**config.mk**
```make
export PLATFORM = sky130hd
export DESIGN_NAME = present_g_layer_serial
export DESIGN_NICKNAME = d
export VERILOG_FILES = /design/src/rtl/present_g_layer_serial.sv
export SDC_FILE = /design/constraint.sdc
export NUM_CORES = 1
export LEC_CHECK = 0
export CAP_MARGIN = 20
export CORE_MARGIN = 4
export CORE_UTILIZATION = 35
export DETAILED_ROUTE_END_ITERATION = 6
export PLACE_DENSITY = 0.62
export SLEW_MARGIN = 20
export SYNTH_ARGS = -nofsm -noshare
export SYNTH_HDL_FRONTEND = slang
export SYNTH_SLANG_ARGS = --single-unit
```
**constraint.sdc**
```tcl
create_clock -name clk -period 6.85 [get_ports clk]
set_clock_uncertainty 0.05 [all_clocks]
set_input_delay 1.37 -clock clk [delete_from_list [all_inputs] [get_ports clk]]
set_output_delay 1.37 -clock clk [all_outputs]
set_load 0.02 [all_outputs]
```
**src/rtl/present_g_layer_serial.sv**
```systemverilog
// Serial threshold-implementation PRESENT G layer: three shares in, one shared nibble per cycle out.
// Optional macro G_LAYER_REFRESH_EN adds an 8-bit rnd port that refreshes the output shares.
module present_g_layer_serial #(
  parameter int NIBBLES = 16,
  localparam int W  = 4 * NIBBLES,
  localparam int IW = (NIBBLES > 1) ? $clog2(NIBBLES) : 1
) (
  input  logic          clk,
  input  logic          rst,
  input  logic [W-1:0]  x1,
  input  logic [W-1:0]  x2,
  input  logic [W-1:0]  x3,
  input  logic          start,
`ifdef G_LAYER_REFRESH_EN
  input  logic [7:0]    rnd,
`endif
  output logic          busy,
  output logic [3:0]    y1,
  output logic [3:0]    y2,
  output logic [3:0]    y3,
  output logic          out_valid,
  input  logic          out_ready,
  output logic [IW-1:0] out_idx,
  output logic          done
);

  typedef enum logic {IDLE, RUN} state_t;

  state_t          state_q, state_d;
  logic            armed_q, armed_d;
  logic [W-1:0]    sh1_q, sh1_d, sh2_q, sh2_d, sh3_q, sh3_d;
  logic [3:0]      y1_q, y1_d, y2_q, y2_d, y3_q, y3_d;
  logic            out_valid_q, out_valid_d;
  logic [IW-1:0]   out_idx_q, out_idx_d;
  logic            hs, last, load;
  logic [3:0]      g1, g2, g3, r1, r2;

  // Output share built from two input shares (u, v): linear part u, product
  // part uu ^ uv ^ vu. Feeding (A2,A3), (A3,A1), (A1,A2) keeps it non-complete.
  function automatic logic [3:0] g_share(input logic [3:0] u, input logic [3:0] v);
    g_share[0] = u[0];
    g_share[1] = u[1];
    g_share[2] = u[2] ^ (u[0] & u[1]) ^ (u[0] & v[1]) ^ (v[0] & u[1]);
    g_share[3] = u[3] ^ (u[1] & u[2]) ^ (u[1] & v[2]) ^ (v[1] & u[2]);
  endfunction

  always_comb begin
    g1 = g_share(sh2_q[3:0], sh3_q[3:0]);
    g2 = g_share(sh3_q[3:0], sh1_q[3:0]);
    g3 = g_share(sh1_q[3:0], sh2_q[3:0]);
`ifdef G_LAYER_REFRESH_EN
    r1 = rnd[3:0];
    r2 = rnd[7:4];
`else
    r1 = 4'h0;
    r2 = 4'h0;
`endif
  end

  always_comb begin
    hs   = out_valid_q && out_ready;
    last = (out_idx_q == IW'(NIBBLES - 1));
    done = hs && last;
    load = (state_q == RUN) && armed_q && (!out_valid_q || (out_ready && !last));

    state_d     = state_q;
    armed_d     = armed_q;
    sh1_d       = sh1_q;
    sh2_d       = sh2_q;
    sh3_d       = sh3_q;
    y1_d        = y1_q;
    y2_d        = y2_q;
    y3_d        = y3_q;
    out_valid_d = out_valid_q;
    out_idx_d   = out_idx_q;

    if (state_q == IDLE) begin
      if (start) begin
        state_d     = RUN;
        armed_d     = 1'b0;
        sh1_d       = x1;
        sh2_d       = x2;
        sh3_d       = x3;
        out_valid_d = 1'b0;
        out_idx_d   = '0;
      end
    end else begin
      // One idle cycle after capture gives nibble 0 its two-cycle latency.
      armed_d = 1'b1;
      if (load) begin
        y1_d        = g1 ^ r1;
        y2_d        = g2 ^ r2;
        y3_d        = g3 ^ r1 ^ r2;
        sh1_d       = sh1_q >> 4;
        sh2_d       = sh2_q >> 4;
        sh3_d       = sh3_q >> 4;
        out_valid_d = 1'b1;
        out_idx_d   = out_valid_q ? out_idx_q + IW'(1) : '0;
      end else if (done) begin
        out_valid_d = 1'b0;
        armed_d     = 1'b0;
        state_d     = IDLE;
      end
    end
  end

  always_ff @(posedge clk or posedge rst) begin
    if (rst) begin
      state_q     <= IDLE;
      armed_q     <= 1'b0;
      sh1_q       <= '0;
      sh2_q       <= '0;
      sh3_q       <= '0;
      y1_q        <= 4'h0;
      y2_q        <= 4'h0;
      y3_q        <= 4'h0;
      out_valid_q <= 1'b0;
      out_idx_q   <= '0;
    end else begin
      state_q     <= state_d;
      armed_q     <= armed_d;
      sh1_q       <= sh1_d;
      sh2_q       <= sh2_d;
      sh3_q       <= sh3_d;
      y1_q        <= y1_d;
      y2_q        <= y2_d;
      y3_q        <= y3_d;
      out_valid_q <= out_valid_d;
      out_idx_q   <= out_idx_d;
    end
  end

  assign busy      = (state_q == RUN);
  assign y1        = y1_q;
  assign y2        = y2_q;
  assign y3        = y3_q;
  assign out_valid = out_valid_q;
  assign out_idx   = out_idx_q;

endmodule
```
# After elaboration in Yosys (flattened, before gate mapping)
# Index checks and enable logic that the tools add are counted.
[totals]
reg_bits = 211
wordCells = 84
[op_classes]
mux = 22
bitwise_logic = 36
n_reduce_logical = 12
add_sub_neg = 1
n_eq_ne = 3
[op_table]
columns = ["cell", "count"]
rows = [
  ["64-bit 2-to-1 mux", 9],
  ["1-bit AND", 18],
  ["1-bit bitwise XOR", 18],
  ["4-bit 2-to-1 mux", 4],
  ["1-bit 2-to-1 mux", 9],
  ["2-bit AND reduction", 3],
  ["1-bit logical AND", 5],
  ["4-bit by 1-bit adder with 4-bit output (second input constant)", 1],
  ["4-bit equality test (second input constant)", 1],
  ["3-bit by 2-bit != test with 1-bit output (second input constant)", 1],
  ["1-bit logical NOT", 2],
  ["2-bit by 1-bit != test with 1-bit output (second input constant)", 1],
  ["2-bit nonzero test", 1],
  ["1-bit logical OR", 1],
]

# Depth between registers and ports, before layout
# Gate-level depths: netlist of the first run.
[depth]
word_depth = 7
ltp_mapped = 8

# Worst setup path before layout of the first run
# OpenSTA, ideal clock, no wires.
[synth_timing]
kind = "input -> output"
from = "input out_ready"
to = "output done"
cell_stages = 2
required_time_ps = 5430
path_buffers = 0
arrival_ps = 1570
setup_slack_ps = 3860
cell_sequence = "nand2_1 inv_1"
[synth_via]
elab_chain_len = 2
[synth_rtl]
columns = ["element", "line", "rtl"]
rows = [
  ["start, declared", "22", "input logic out_ready,"],
  ["1-bit logical AND", "61", "hs = out_valid_q && out_ready;"],
  ["1-bit logical AND", "63", "done = hs && last;"],
  ["end, declared", "24", "output logic done"],
]
# No other way between the ends.

# Worst setup path in the final report of the first run
[layout_timing]
from = "register state_q (netlist: busy)"
to = "output busy"
[layout_lines]
columns = ["element", "line", "rtl"]
rows = [
  ["start, declared", "29", "state_t state_q, state_d;"],
  ["start signal, assigned", "120", "state_q <= state_d;"],
  ["end, declared", "17", "output logic busy,"],
]
# No word-level cell between the ends.

==> results.py, run 1 <==
metrics = {
    "layout": {
        "final_cell_mix": "214 x clkdlybuf4s50_1, 210 x dfrtp_1, 182 x a21oi_1",
        "num_antenna_cells": 0,
        "final_cells": 1530,
        "drive_gt1_share_pct": 4.750,
        "nets": 1336,
        "layout_commonest_cell": "clkdlybuf4s50_1",
        "area_growth_pct": 33.37,
        "final_util_pct": 47.88,
        "fillers": 2556,
    },
    "placement": {
        "post-dp-hpwl_um": 15720,
        "place_ws_ns": 2.568,
        "place_congestion": 0.7644,
        "dp_cells": 1482,
        "io_buffers": 214,
    },
    "floorplan": {
        "coreArea_mm2": 0.02725,
        "num_rows": 60,
        "dieArea_mm2": 0.03069,
        "die_w_um": 175.2,
        "die_y_um": 175.2,
        "pin_count": 215,
        "initial_core_util_pct": 35.90,
    },
    "pwr": {
        "p_int_mw": 3.317,
        "switchingPower_mw": 1.614,
        "leakage_nw": 6.233,
        "power_density_mw_per_mm2": 377.9,
        "combinationalPowerShare_pct": 29.9,
        "seqPwrFrac_pct": 42.4,
        "p_clk_share_pct": 27.7,
        "power_switching_share_pct": 32.73,
        "ir_drop_v": 0.0001623,
    },
    "clocking": {
        "cts_htree_levels": 1,
        "cts_tree": "done",
        "cts_buffer_depth": 3,
        "post_cts_buffers": 0,
        "cts_buffers": 26,
        "ctsResizeCount": 0,
        "clk_latency_ns": 0.52,
        "cts.sinks": 211,
        "clkTransAtPathRegs_ns": 0.06,
        "root_buffer": "clkbuf_16",
        "cts_hold_buf": 0,
    },
    "logic_synthesis": {
        "synth.yosys.seq_area_share_pct": 53.97,
        "synth_top_area_share_pct": 53.97,
        "synth.area.top_cells": "dfrtp_1 54%, mux2i_1 18%, a21oi_1 9.3%",
        "synth_area_leader_cell": "dfrtp_1",
        "yosysWarningCount": 0,
        "synthDistinctLibCells": 35,
        "syn-num-nets": 1158,
        "syn_area_per_cell_um2": 10.18,
        "netlist_instances": 961,
        "ys_seq_elements": 211,
        "syn-cell-area_mm2": 0.009783,
    },
    "sta": {
        "fin_crit_ns": 4.169,
        "finalCritPeriodShare_pct": 60.87,
        "setup_viol": 0,
        "tightestPinTransition_ns": 1.049,
        "rsz0062_at_grt": "no",
        "fin_tns_setup_ns": 0,
        "fmax_mhz": 239.8,
        "fin_ws_ns": 2.681,
        "hold_viol": 0,
        "slew_headroom_pct": 30.09,
        "maxSlewViolCount": 0,
    },
    "critical_path": {
        "slowest_stage": "dfrtp_4",
        "reg2reg_from": "busy$_DFF_PP0_",
        "r2r_slack_ns": 3.82,
        "reg2reg_depth": 4,
        "cp_cell_sequence": "buf_4 -> clkdlybuf4s50_1",
        "max_stage_delay_ns": 0.89,
        "required_ns": 5.43,
        "critPathKind": "reg -> out",
        "cp-end-kind": "output pin",
        "critPathLaunch": "busy$_DFF_PP0_",
        "worstSetupStartpointType": "register",
        "cp_max_fo": 48,
        "arrival_ns": 2.75,
        "rr_endpoint": "sh2_q[2]$_DFFE_PP0P_",
        "crit_end": "busy",
    },
    "drt": {
        "drt-total-wl_um": 23850,
        "drtAntennaViolNets": 0,
        "vias_per_cell": 4.812,
        "num_vias": 7363,
        "first_iter_violations": 440,
        "first_pass_iters": 4,
        "drcViolationCount": 0,
        "wl_per_cell_um": 15.59,
    },
    "outcome": {
        "outcome": "completed",
    },
    "global_route": {
        "overflow": 0,
        "grt_pass1_vias": 7307,
        "grt_pass1_wl_um": 37980,
        "antenna_found_initial": 0,
        "grt.total_usage_pct": 14.98,
        "grt_max_degree": 303,
    },
    "min_path": {
        "hold_class": "reg -> reg",
    },
    "job": {
        "cap_violations": 0,
    },
}
-- kinds of logic after synthesis --
group | count (synthesis) | synth area share, %
compound gates | 219 | 11.88
fa+ha+maj | 1 | 0.1279
buf+inv | 91 | 4.016
mux | 181 | 18.53
simple gates | 256 | 11.29
xor+xnor | 2 | 0.1791
flops | 211 | 53.97
-- synth_stat cells --
cell       instances
a311o_1            1
nand3_1            9
clkbuf_1          31
nand4_1            6
a22o_1             2
a31oi_1            1
o21ai_1            1
a31o_2             1
o31ai_4            1
nor4bb_1           1
or3_1              1
buf_2             41
nand2b_1           3
a211oi_1           1
nand3b_1          14
inv_1             19
nor3b_1            5
ha_1               1
nor3_1             2
nand2_1           25
o211ai_1           2
mux2_2             1
nor2_1           181
and4_1             1
o31ai_1            1
and3b_1            1
nor2b_1            7
a21oi_1          182
o31a_1             1
a211o_1            4
o2111ai_1          1
mux2i_1          180
dfrtp_1          211
xnor2_1            2
o21ai_0           20
-- sequential cells by signal, indices dropped and copies added, names as in the netlist --
register   flops
sh3_q         64
y3             4
y1             4
out_idx        4
out_valid      1
sh2_q         64
y2             4
busy           1
armed_q        1
sh1_q         64
-- layout make-up --
| class | instances | area (µm²) | share of cell area [%] |
|---|---|---|---|
| clock buffer | 37 | 753.2 | 5.773 |
| clock inverter | 10 | 107.6 | 0.8247 |
| inverter | 19 | 75.07 | 0.5754 |
| multi-input combinational | 659 | 4115 | 31.54 |
| sequential | 211 | 5284 | 40.50 |
| tap | 372 | 465.4 | 3.567 |
| timing repair buffer | 222 | 2247 | 17.22 |
-- critical path, delay by kind of cell (launching register included) --
kind / cells / cell delay [ns]
flip-flops: 1 / 0.89
buffers and inverters: 2 / 1.31
-- power by group through the flow --
stage | combinational [mW] | clock, mW | sequential [mW]
after CTS | 1.49 | 1.41 | 2.10
after global placement | 1.45 | 0 | 2.10
final | 1.47 | 1.36 | 2.09
after floorplan | 1.06 | 0 | 2.06
after detailed placement | 1.48 | 0 | 2.12
after global routing | 1.68 | 1.46 | 2.17
-- stage by stage --
stage	instance area [µm²]	hold slack [ns]	total power, mW
4_1_cts	13020	0.4300	4.995
6_report	13050	0.4259	4.931
5_1_grt	13050	0.4586	5.308
3_5_place_dp	12160	0.4158	3.600
2_1_floorplan	9787	0.4301	3.118
3_3_place_gp	12160	0.4083	3.548
-- metal layers --
layer  track usage [%]  up-vias  part of all wire, %
met5                 0        -                    0
met4             3.993        0                  2.1
met3             4.370       32                  6.8
li1                  -     3694                    -
met2             23.58      152                   45
met1             20.33     3485                   46
-- how the worst min path moves through the flow --
stage | start | end | slack [ns] | cells past startpoint
2_1_floorplan | armed_q$_DFFE_PP0P_ | armed_q$_DFFE_PP0P_ | 0.43 | 1
3_3_place_gp | y1[1]$_DFFE_PP0P_ | y1[1]$_DFFE_PP0P_ | 0.41 | 2
3_5_place_dp | y2[0]$_DFFE_PP0P_ | y2[0]$_DFFE_PP0P_ | 0.42 | 2
4_1_cts | y2[0]$_DFFE_PP0P_ | y2[0]$_DFFE_PP0P_ | 0.43 | 2
5_1_grt | y3[0]$_DFFE_PP0P_ | y3[0]$_DFFE_PP0P_ | 0.46 | 2
6_report | y1[1]$_DFFE_PP0P_ | y1[1]$_DFFE_PP0P_ | 0.43 | 2
(Power assumes the default switching activity.)
==> run 2: changes to the inputs <==
==> constraint.sdc (replaced) <==
create_clock -name clk -period 3.5 [get_ports clk]
set_clock_uncertainty 0.05 [all_clocks]
set_input_delay 0.7 -clock clk [delete_from_list [all_inputs] [get_ports clk]]
set_output_delay 0.7 -clock clk [all_outputs]
set_load 0.02 [all_outputs]
==> run 2 against run 1 <==
Clock power grew 81%. Design area rose by 0.42%. Clock-buffer cell count grew 4. Sequential power up 95%. Die area unchanged. Critical path depth rose by 3. Via count is 0.24% higher. Combinational power increased by 100%.
==> results.py, run 2 (same netlist as run 1, synthesis figures left out) <==
metrics = {
    "outcome": {
        "outcome": "completed",
    },
    "critical_path": {
        "slowest_stage": "clkdlybuf4s50_1",
        "crit_buf_inv": 2,
        "required_ns": 2.75,
        "cp_cell_sequence": "ha_1 -> and4_1 -> nand2_1 -> inv_1 -> clkdlybuf4s50_1",
        "critPathKind": "reg -> out",
        "cp_top_family": "buffers and inverters",
        "max_stage_delay_ns": 0.61,
        "arrival_ns": 2.35,
        "worstSetupStartpointType": "register",
        "cp_max_fo": 6,
        "cp-end-kind": "output pin",
    },
    "sta": {
        "finalCritPeriodShare_pct": 88.65,
        "tightestPinTransition_ns": 0.9131,
        "rsz0062_at_grt": "no",
        "hold_viol": 0,
        "fin_tns_setup_ns": 0,
        "slew_headroom_pct": 39.13,
        "fin_crit_ns": 3.103,
        "fmax_mhz": 322.3,
        "setup_viol": 0,
        "maxSlewViolCount": 0,
    },
    "drt": {
        "wl_per_cell_um": 15.79,
        "drt-total-wl_um": 24230,
        "drcViolationCount": 0,
        "first_iter_violations": 422,
        "drtAntennaViolNets": 0,
        "num_vias": 7381,
        "vias_per_cell": 4.808,
        "first_pass_iters": 5,
    },
    "floorplan": {
        "die_w_um": 175.2,
        "initial_core_util_pct": 35.90,
        "dieArea_mm2": 0.03069,
        "coreArea_mm2": 0.02725,
        "die_y_um": 175.2,
        "num_rows": 60,
        "pin_count": 215,
    },
    "global_route": {
        "grt_pass1_wl_um": 39010,
        "grt_max_degree": 119,
        "grt_pass1_vias": 7483,
        "antenna_found_initial": 1,
        "grt.total_usage_pct": 15.30,
        "overflow": 0,
    },
    "layout": {
        "fillers": 2575,
        "final_cell_mix": "214 x clkdlybuf4s50_1, 210 x dfrtp_1, 182 x a21oi_1",
        "nets": 1342,
        "drive_gt1_share_pct": 4.991,
        "final_cells": 1535,
        "layout_commonest_cell": "clkdlybuf4s50_1",
        "area_growth_pct": 33.93,
        "biggestRegsByFlops": "sh1_q: 64 flops, sh2_q: 64 flops, sh3_q: 64 flops",
        "final-seq-area_mm2": 0.005284,
        "multi_input_area_mm2": 0.004115,
    },
    "placement": {
        "place_congestion": 0.7506,
        "io_buffers": 214,
        "post-dp-hpwl_um": 16510,
        "dp_cells": 1491,
    },
    "clocking": {
        "post_cts_buffers": 0,
        "cts_buffers": 24,
        "cts_buffer_depth": 3,
        "cts_htree_levels": 1,
        "cts.sinks": 211,
        "root_buffer": "clkbuf_16",
        "cts_hold_buf": 0,
        "clk_latency_ns": 0.51,
        "ctsResizeCount": 0,
        "clkTransAtPathRegs_ns": 0.06,
        "cts_tree": "done",
    },
    "min_path": {
        "hold_class": "reg -> reg",
    },
    "job": {
        "cap_violations": 0,
    },
    "pwr": {
        "power_density_mw_per_mm2": 725.2,
        "leakage_nw": 6.257,
        "ir_drop_v": 0.0003224,
    },
}
## run 2: cell types whose count changed in the layout (fill, tap and decap cells not counted), moves of 2 or more
cell       change
clkbuf_16      -2
buf_12         +7
bufinv_16      -2
clkinv_2       -4
buf_4          +2
clkbuf_8       +5
## run 2: final timing paths
path,slack [ns],startpoint,to,cells after the start
max,0.40,out_idx[0]$_DFFE_PP0P_,done,5
min,0.42,y1[3]$_DFFE_PP0P_,y1[3]$_DFFE_PP0P_,2
max reg2reg,1.16,out_idx[0]$_DFFE_PP0P_,sh2_q[42]$_DFFE_PP0P_,7
min reg2reg,0.42,y1[3]$_DFFE_PP0P_,y1[3]$_DFFE_PP0P_,2
max in group asynchronous,2.03,rst,sh2_q[14]$_DFFE_PP0P_,3
min in group asynchronous,0.62,rst,sh1_q[0]$_DFFE_PP0P_,2
## run 2: final cells by class
class,instances,area share [%]
Clock buffer,41,5.921
Clock inverter,2,0.07639
Tap cell,372,3.552
Antenna cell,1,0.01910
Sequential cell,211,40.33
Multi-Input combinational cell,659,31.41
Timing Repair Buffer,230,18.12
Inverter,19,0.5730
## run 2: worst reg2reg max path, stage by stage (launching register included)
cell and delay (ns):
dfrtp_1 0.43, ha_1 0.25, and4_1 0.28, o31ai_4 0.43, buf_12 0.31, buf_12 0.31
nor2_1 0.10, a21oi_1 0.12
## run 2: through the flow
| step | util, % | setup WS (ns) | area (µm²) | hold WS, ns | power [mW] |
|---|---|---|---|---|---|
| final | 48.08 | 0.3971 | 13100 | 0.4244 | 9.502 |
| after CTS | 48.07 | 0.3859 | 13100 | 0.4293 | 9.638 |
| after floorplan | - | 0.007806 | 9787 | 0.4301 | 6.102 |
| after global routing | 48.08 | 0.2470 | 13100 | 0.4769 | 10.24 |
| after global placement | 45.19 | 0.7574 | 12310 | 0.4127 | 7.004 |
| after detailed placement | 45.19 | 0.7693 | 12310 | 0.4162 | 7.115 |
## run 2: power breakdown
group          leakage (nW)  internal, mW  switching (mW)
registers              2.24          3.45           0.633
logic                  3.62          1.44            1.52
clock network         0.389          1.49           0.968
## run 2: routing by layer
metal,up-vias,track usage (%),wire length (µm)
met5,-,0,0
met4,0,3.568,423
met3,31,4.284,1718
met2,173,23.60,10930
met1,3472,21.52,11160
li1,3705,-,-
==> run 3: changes to the inputs <==
--- a/config.mk
+++ b/config.mk
@@ -8,8 +8,8 @@
 export CAP_MARGIN = 20
 export CORE_MARGIN = 4
 export CORE_UTILIZATION = 35
+export CTS_CLUSTER_DIAMETER = 150
 export DETAILED_ROUTE_END_ITERATION = 6
-export PLACE_DENSITY = 0.62
 export SLEW_MARGIN = 20
 export SYNTH_ARGS = -nofsm -noshare
 export SYNTH_HDL_FRONTEND = slang
==> run 3 against run 2 <==
Worst setup slack improved by 0.032 ns. Final cell count fell by 0.13%. Maximum frequency grew 1.1%. Global-route usage fell by 0.18 points. Critical path depth unchanged. Critical endpoint unchanged. Highest routed layer unchanged.
==> results.py, run 3 (same netlist as run 1, synthesis figures left out) <==
metrics = {
    "critical_path": {
        "arrival_ns": 2.32,
        "worstSetupStartpointType": "register",
        "cp_top_family": "buffers and inverters",
        "cp-end-kind": "output pin",
        "cp_max_fo": 6,
        "required_ns": 2.75,
        "slowest_stage": "clkdlybuf4s50_1",
        "cp_cell_sequence": "ha_1 -> and4_1 -> nand2_1 -> inv_1 -> clkdlybuf4s50_1",
        "crit_buf_inv": 2,
        "critPathKind": "reg -> out",
        "max_stage_delay_ns": 0.64,
    },
    "drt": {
        "drtAntennaViolNets": 0,
        "first_iter_violations": 342,
        "num_vias": 7302,
        "vias_per_cell": 4.763,
        "drcViolationCount": 0,
        "wl_per_cell_um": 15.56,
        "drt-total-wl_um": 23850,
        "first_pass_iters": 7,
    },
    "outcome": {
        "outcome": "completed",
    },
    "sta": {
        "maxSlewViolCount": 0,
        "fmax_mhz": 325.7,
        "finalCritPeriodShare_pct": 87.73,
        "hold_viol": 0,
        "tightestPinTransition_ns": 0.8809,
        "fin_tns_setup_ns": 0,
        "fin_ws_ns": 0.4295,
        "rsz0062_at_grt": "no",
        "setup_viol": 0,
        "fin_crit_ns": 3.070,
        "slew_headroom_pct": 40.96,
        "holdWs_ns": 0.4273,
    },
    "global_route": {
        "antenna_found_initial": 0,
        "grt_pass1_vias": 7370,
        "grt.total_usage_pct": 15.12,
        "grt_pass1_wl_um": 38510,
        "overflow": 0,
        "grt_max_degree": 111,
    },
    "clocking": {
        "post_cts_buffers": 0,
        "cts_tree": "done",
        "cts_hold_buf": 0,
        "clkTransAtPathRegs_ns": 0.06,
        "ctsResizeCount": 0,
        "clk_latency_ns": 0.50,
        "cts.sinks": 211,
        "cts_buffers": 25,
        "root_buffer": "clkbuf_16",
        "cts_buffer_depth": 3,
        "cts_htree_levels": 1,
    },
    "floorplan": {
        "pin_count": 215,
        "die_w_um": 175.2,
        "coreArea_mm2": 0.02725,
        "die_y_um": 175.2,
        "num_rows": 60,
        "dieArea_mm2": 0.03069,
        "initial_core_util_pct": 35.90,
    },
    "layout": {
        "drive_gt1_share_pct": 5.254,
        "num_antenna_cells": 0,
        "nets": 1341,
        "area_growth_pct": 34.33,
        "final_cell_mix": "214 x clkdlybuf4s50_1, 210 x dfrtp_1, 182 x a21oi_1",
        "biggestRegsByFlops": "sh1_q: 64 flops, sh2_q: 64 flops, sh3_q: 64 flops",
        "layout_commonest_cell": "clkdlybuf4s50_1",
    },
    "placement": {
        "post-dp-hpwl_um": 16200,
        "place_congestion": 0.7468,
        "place_ws_ns": 0.7333,
        "io_buffers": 214,
    },
    "pwr": {
        "power_density_mw_per_mm2": 737.1,
        "ir_drop_v": 0.0003383,
        "leakage_nw": 6.281,
    },
    "min_path": {
        "hold_class": "reg -> reg",
    },
    "job": {
        "cap_violations": 0,
    },
}
run 3: changes by cell type in the layout (fill, tap and decap cells not counted), moves of 4 or more:
cell       before  now
bufinv_16       0    4
clkbuf_1        7    3
clkbuf_8        9    4
clkinv_2        2    7
run 3: metrics by stage:
| step | instance area (µm²) | utilization (%) | power, mW | instances |
|---|---|---|---|---|
| 2_1_floorplan | 9787 | - | 6.102 | 961 |
| 3_3_place_gp | 12290 | 45.09 | 6.990 | 1489 |
| 3_5_place_dp | 12290 | 45.09 | 7.094 | 1489 |
| 4_1_cts | 13140 | 48.22 | 9.827 | 1533 |
| 5_1_grt | 13140 | 48.22 | 10.41 | 1533 |
| 6_report | 13140 | 48.22 | 9.686 | 1533 |
run 3: final cells by class:
type / instances / area, µm²
clock buffers: 32 / 691.9
flip-flops and latches: 211 / 5284
inverters: 19 / 75.07
multi-input cells: 659 / 4115
fillers: 2541 / 14110
clock inverters: 12 / 162.7
repair buffers: 228 / 2347
well taps: 372 / 465.4
run 3: tightest hold or removal path, stage by stage, from the launching register on:
cell     delay, ns
dfrtp_1       0.34
nand2_1       0.05
nand2_1       0.05
run 3: layer usage:
layer / vias up / global-route usage (%) / part of all wire [%]
met5: - / 0 / 0
met4: 0 / 3.666 / 2.3
met3: 37 / 4.154 / 6.6
met2: 148 / 24.41 / 46
met1: 3419 / 20.31 / 45
li1: 3698 / - / -
run 3: worst paths after layout:
kind / from / end / slack, ns / cells past startpoint
min reg2reg: y3[0]$_DFFE_PP0P_ / y3[0]$_DFFE_PP0P_ / 0.43 / 2
max: out_idx[0]$_DFFE_PP0P_ / done / 0.43 / 5
min: y3[0]$_DFFE_PP0P_ / y3[0]$_DFFE_PP0P_ / 0.43 / 2
max in group asynchronous: rst / sh2_q[5]$_DFFE_PP0P_ / 1.98 / 3
max reg2reg: out_idx[0]$_DFFE_PP0P_ / sh3_q[28]$_DFFE_PP0P_ / 1.12 / 7
min in group asynchronous: rst / sh2_q[48]$_DFFE_PP0P_ / 0.54 / 2
run 3: report_power, final:
part	switching, mW	internal [mW]	total, mW
Clock	0.991	1.68	2.67
Combinational	1.50	1.43	2.94
Sequential	0.630	3.45	4.08
Total	3.13	6.56	9.69
